`src/rtl/bp_io_cmd_mux_n.sv`:
```
// N-source BedRock IO command mux with in-order source-tag FIFO for response return.
// Define BP_IO_MUX_FIXED_PRIO_EN for fixed-priority arbitration instead of round-robin.
module bp_io_cmd_mux_n #(
    parameter int num_src_p         = 2,
    parameter int msg_width_p       = 128,
    parameter int max_outstanding_p = 4
) (
    input  logic                                   clk_i,
    input  logic                                   reset_i,
    input  logic [num_src_p*msg_width_p-1:0]       src_cmd_i,
    input  logic [num_src_p-1:0]                   src_cmd_v_i,
    output logic [num_src_p-1:0]                   src_cmd_ready_and_o,
    output logic [msg_width_p-1:0]                 src_resp_o,
    output logic [num_src_p-1:0]                   src_resp_v_o,
    input  logic [num_src_p-1:0]                   src_resp_ready_and_i,
    output logic [msg_width_p-1:0]                 io_cmd_o,
    output logic                                   io_cmd_v_o,
    input  logic                                   io_cmd_ready_and_i,
    input  logic [msg_width_p-1:0]                 io_resp_i,
    input  logic                                   io_resp_v_i,
    output logic                                   io_resp_ready_and_o,
    output logic [$clog2(max_outstanding_p+1)-1:0] outstanding_o
);

    localparam int id_w_lp  = $clog2(num_src_p);
    localparam int ptr_w_lp = $clog2(max_outstanding_p);
    localparam int cnt_w_lp = $clog2(max_outstanding_p+1);

    logic [msg_width_p-1:0] cmd_q;
    logic                   cmd_v_q;
    logic [id_w_lp-1:0]     tag_q [max_outstanding_p];
    logic [ptr_w_lp-1:0]    wptr_q;
    logic [ptr_w_lp-1:0]    rptr_q;
    logic [cnt_w_lp-1:0]    cnt_q;
    logic [cnt_w_lp-1:0]    cnt_d;

    logic                   free;
    logic                   full;
    logic                   empty;
    logic                   grant_v;
    logic [id_w_lp-1:0]     grant_id;
    logic                   push;
    logic                   pop;
    logic [id_w_lp-1:0]     head;
    logic [msg_width_p-1:0] cmd_sel;
    logic [id_w_lp-1:0]     base;

`ifdef BP_IO_MUX_FIXED_PRIO_EN
    assign base = '0;
`else
    logic [id_w_lp-1:0] rr_q;
    logic [id_w_lp-1:0] rr_d;

    assign base = rr_q;

    always_comb begin
        rr_d = rr_q;
        if (push) begin
            if (grant_id == id_w_lp'(num_src_p-1)) rr_d = '0;
            else                                    rr_d = grant_id + id_w_lp'(1);
        end
    end

    always_ff @(posedge clk_i) begin
        if (!reset_i) rr_q <= '0;
        else          rr_q <= rr_d;
    end
`endif

    assign free  = !cmd_v_q || io_cmd_ready_and_i;
    assign full  = (cnt_q == cnt_w_lp'(max_outstanding_p));
    assign empty = (cnt_q == '0);
    assign push  = reset_i && free && !full && grant_v;

    // Search upward from base, wrapping modulo num_src_p.
    always_comb begin
        int                 idx_int;
        logic [id_w_lp-1:0] idx;
        grant_v  = 1'b0;
        grant_id = '0;
        idx_int  = 0;
        idx      = '0;
        for (int i = 0; i < num_src_p; i++) begin
            idx_int = int'(base) + i;
            if (idx_int >= num_src_p) idx_int = idx_int - num_src_p;
            idx = id_w_lp'(idx_int);
            if (!grant_v && src_cmd_v_i[idx]) begin
                grant_v  = 1'b1;
                grant_id = idx;
            end
        end
    end

    always_comb begin
        src_cmd_ready_and_o = '0;
        cmd_sel             = '0;
        for (int s = 0; s < num_src_p; s++) begin
            if (grant_id == id_w_lp'(s)) begin
                src_cmd_ready_and_o[s] = push;
                cmd_sel                = src_cmd_i[s*msg_width_p +: msg_width_p];
            end
        end
    end

    assign head = tag_q[rptr_q];

    // Responses follow command order; an empty FIFO stalls stray responses.
    always_comb begin
        src_resp_v_o        = '0;
        io_resp_ready_and_o = 1'b0;
        for (int s = 0; s < num_src_p; s++) begin
            if (!empty && head == id_w_lp'(s)) begin
                src_resp_v_o[s]     = io_resp_v_i;
                io_resp_ready_and_o = src_resp_ready_and_i[s];
            end
        end
    end

    assign pop = io_resp_v_i && io_resp_ready_and_o;

    always_comb begin
        cnt_d = cnt_q;
        unique case ({push, pop})
            2'b10:   cnt_d = cnt_q + cnt_w_lp'(1);
            2'b01:   cnt_d = cnt_q - cnt_w_lp'(1);
            default: cnt_d = cnt_q;
        endcase
    end

    always_ff @(posedge clk_i) begin
        if (!reset_i) begin
            cmd_q   <= '0;
            cmd_v_q <= 1'b0;
        end else if (push) begin
            cmd_q   <= cmd_sel;
            cmd_v_q <= 1'b1;
        end else if (io_cmd_ready_and_i) begin
            cmd_v_q <= 1'b0;
        end
    end

    always_ff @(posedge clk_i) begin
        if (!reset_i) begin
            wptr_q <= '0;
            rptr_q <= '0;
            cnt_q  <= '0;
            for (int e = 0; e < max_outstanding_p; e++) tag_q[e] <= '0;
        end else begin
            cnt_q <= cnt_d;
            if (push) begin
                tag_q[wptr_q] <= grant_id;
                wptr_q        <= wptr_q + ptr_w_lp'(1);
            end
            if (pop) rptr_q <= rptr_q + ptr_w_lp'(1);
        end
    end

    assign io_cmd_o      = cmd_q;
    assign io_cmd_v_o    = cmd_v_q;
    assign src_resp_o    = io_resp_i;
    assign outstanding_o = cnt_q;

endmodule

```
`config.mk`:
```
export PLATFORM = sky130hd
export DESIGN_NAME = bp_io_cmd_mux_n
export DESIGN_NICKNAME = d
export VERILOG_FILES = /design/src/rtl/bp_io_cmd_mux_n.sv
export SDC_FILE = /design/constraint.sdc
export NUM_CORES = 1
export LEC_CHECK = 0
export CORE_AREA = 2 2 252 254
export DETAILED_ROUTE_END_ITERATION = 8
export DIE_AREA = 0 0 254 256
export GPL_ROUTABILITY_DRIVEN = 0
export PLACE_DENSITY = 0.48
export SLEW_MARGIN = 10
export SYNTH_ARGS = -nofsm -noshare
export SYNTH_HDL_FRONTEND = slang
export SYNTH_SLANG_ARGS = --single-unit
```
`constraint.sdc`:
```
create_clock -name clk_i -period 4.6 [get_ports clk_i]
set_clock_uncertainty 0.1 [all_clocks]
set_input_delay 0.92 -clock clk_i [delete_from_list [all_inputs] [get_ports clk_i]]
set_output_delay 0.92 -clock clk_i [all_outputs]
set_load 0.005 [all_outputs]
```
==> flow_summary.ini <==
[critical_path]
crit_path_end_kind = output port
reg2reg_from = tag_q[3]
worstPathRequired_ps = 3580
worstSetupEndpoint = src_cmd_ready_and_o[1]
critical_path_peak_fanout = 5
critPathLaunchType = primary input
ff2ff_setup_slack_ps = 1930
setup.worst_path.start = src_cmd_v_i[1]
arrival_ps = 3050
reg2reg_to = outstanding_o[2]
reg2reg_depth = 9
path_class = primary input to output port

[timing]
timing.fmax_mhz = 246
period_share = 0.885
worst_pin_slew_ps = 1090
maxSlewHeadroom = 0.275
finalSetupViolations = 0
final_hold_viol_count = 0
maxSlewViolCount = 0
rsz0062_at_grt = no
min_period_ps = 4070
setup_tns_ps = 0

[die]
ios = 657
core_um2 = 62400
initial_core_util = 0.113
die_width_um = 254
die_area_um2 = 65000
rows = 92
die-height_um = 256

[cts]
post_cts_resized = 0
postCtsHoldBufs = 0
clk_latency_ps = 460
cts_tree = yes
clock_path_buffers = 2
postCtsSetupRepairBufs = 0
cts.htree.levels = 4
clk_pin_slew_ps = 60
numClockSinks = 143
cts_buffers = 17
cts_root_buf = clkbuf_16

[global_routing]
use_met1 = 0.0800
antenna_found_initial = 0
grt_pass1_wl_mm = 38.0
grt_max_degree = 77
grt_util_all_layers = 0.0798
grtUsageMet2 = 0.135
grt_use_met3 = 0.0369
overflow = 0
grt_pass1_vias = 6197
top_usage_layer = met2

[detailed_routing]
drtIter0Drc = 193
ant_nets = 0
dr.pass1.iters = 4
vias = 6251
drt-total-wl_mm = 26.5
detail_route.wl_per_cell_um = 14.3
vias_per_cell = 3.37
drc = 0

[finish]
layout.nets = 1389
diodes = 0
seqCellArea_um2 = 2870
area_growth_pct = 65.4
fillers = 6973
multi_input_area_um2 = 2950
post-route-util = 0.187
mostFrequentLayoutCell = clkdlybuf4s50_1
layout_common_cells = clkdlybuf4s50_1, dfxtp_1, mux2i_1
drive_gt1_frac = 0.0476

[synth]
synth-seq-cells = 143
synthArstFlopShare = 0
synth.cell_area_um2 = 7050
avgSynthCellArea_um2 = 9.39
synth_edf_count = 1
syn_nets = 1145
synthFlopType = dfxtp_1
synthCells = 751
ys_seq_area_frac = 0.407
ys_types = 33
synth_warnings = 0

[power]
fin_total_pwr_mw = 4.00
ir_worst_vdd_mv = 0.274
p_leak_nw = 4.49
p_per_area_nw_per_um2 = 343

[worst_hold_path]
hold_class = flip-flop to flip-flop

[place]
dp_hpwl_mm = 20.1
numPortBuffers = 400

[run]
max_cap_violations = 0

[outcome]
run_status = complete, no violations
[logic make-up after synthesis]
kind of cell / share of synthesized area
and+or+nand+nor: 0.0988
adders and majority gates: 0.00461
AOI/OAI and AO/OA: 0.148
muxes: 0.161
DFF: 0.407
buffers and inverters: 0.178
xor gates and xnor gates: 0.00248
[routing by layer]
metal	vias up	wire length, µm
met5	-	0
met1	2835	9680
met4	0	929
met2	313	13200
met3	62	2770
li1	3041	-
[flip-flops by register name, indices dropped and copies added, names as in the netlist, named ones only]
register / cells
outstanding_o: 3
wptr_q: 2
tag_q: 4
io_cmd_o: 128
io_cmd_v_o: 1
rptr_q: 2
base: 1
[cells in the mapped netlist, types with 2 or more instances]
library cell,instances,area (µm²)
a211oi_1,77,578
a21oi_1,6,30.0
a221o_1,21,210
and3_1,21,131
buf_1,2,7.51
buf_2,35,175
buf_4,130,976
clkbuf_1,19,71.3
dfxtp_1,142,2840
inv_1,6,22.5
mux2i_1,111,1110
nand2_1,4,15.0
nand2b_1,2,12.5
nand3_1,33,165
nor2_1,86,323
nor2b_1,2,12.5
o21ai_0,34,170
o21ai_1,2,10.0
or3_1,3,18.8
xor2_1,2,17.5
[final cells by class]
type | count | share of cell area
Tap cell | 846 | 0.0907
Multi-Input combinational cell | 415 | 0.252
Clock buffer | 23 | 0.0410
Timing Repair Buffer | 411 | 0.352
Inverter | 7 | 0.00236
Clock inverter | 9 | 0.0154
Sequential cell | 143 | 0.246
[power breakdown]
group	internal (mW)	switching (mW)	total, mW	leakage [nW]
clock	1.01	0.587	1.59	0.318
sequential	1.38	0.0754	1.45	1.18
combinational	0.579	0.372	0.951	2.98
[critical path: stages]
cell,delay (ps)
clkdlybuf4s50_1,530
o21ai_1,260
a211oi_4,350
inv_2,110
nor2_1,310
clkdlybuf4s50_1,570
[through the flow]
step | instance area [µm²] | setup slack (ps) | std cells | hold WS, ps
after floorplan | 7050 | 1500 | 751 | 335
after global placement | 11000 | 428 | 1822 | 352
after detailed placement | 11000 | 410 | 1822 | 361
after CTS | 11700 | 389 | 1854 | 371
after global routing | 11700 | 348 | 1854 | 382
final | 11700 | 529 | 1854 | 365
[how the worst min path moves through the flow]
stage            startpoint      endpoint  slack (ps)  cells past startpoint
6_report           tag_q[2]      tag_q[2]         370                      2
5_1_grt            tag_q[2]      tag_q[2]         380                      2
4_1_cts            tag_q[2]      tag_q[2]         370                      2
3_5_place_dp   io_cmd_o[36]  io_cmd_o[36]         360                      2
3_3_place_gp       tag_q[2]      tag_q[2]         350                      2
2_1_floorplan      tag_q[2]      tag_q[2]         340                      2
(Power assumes the default switching activity.)
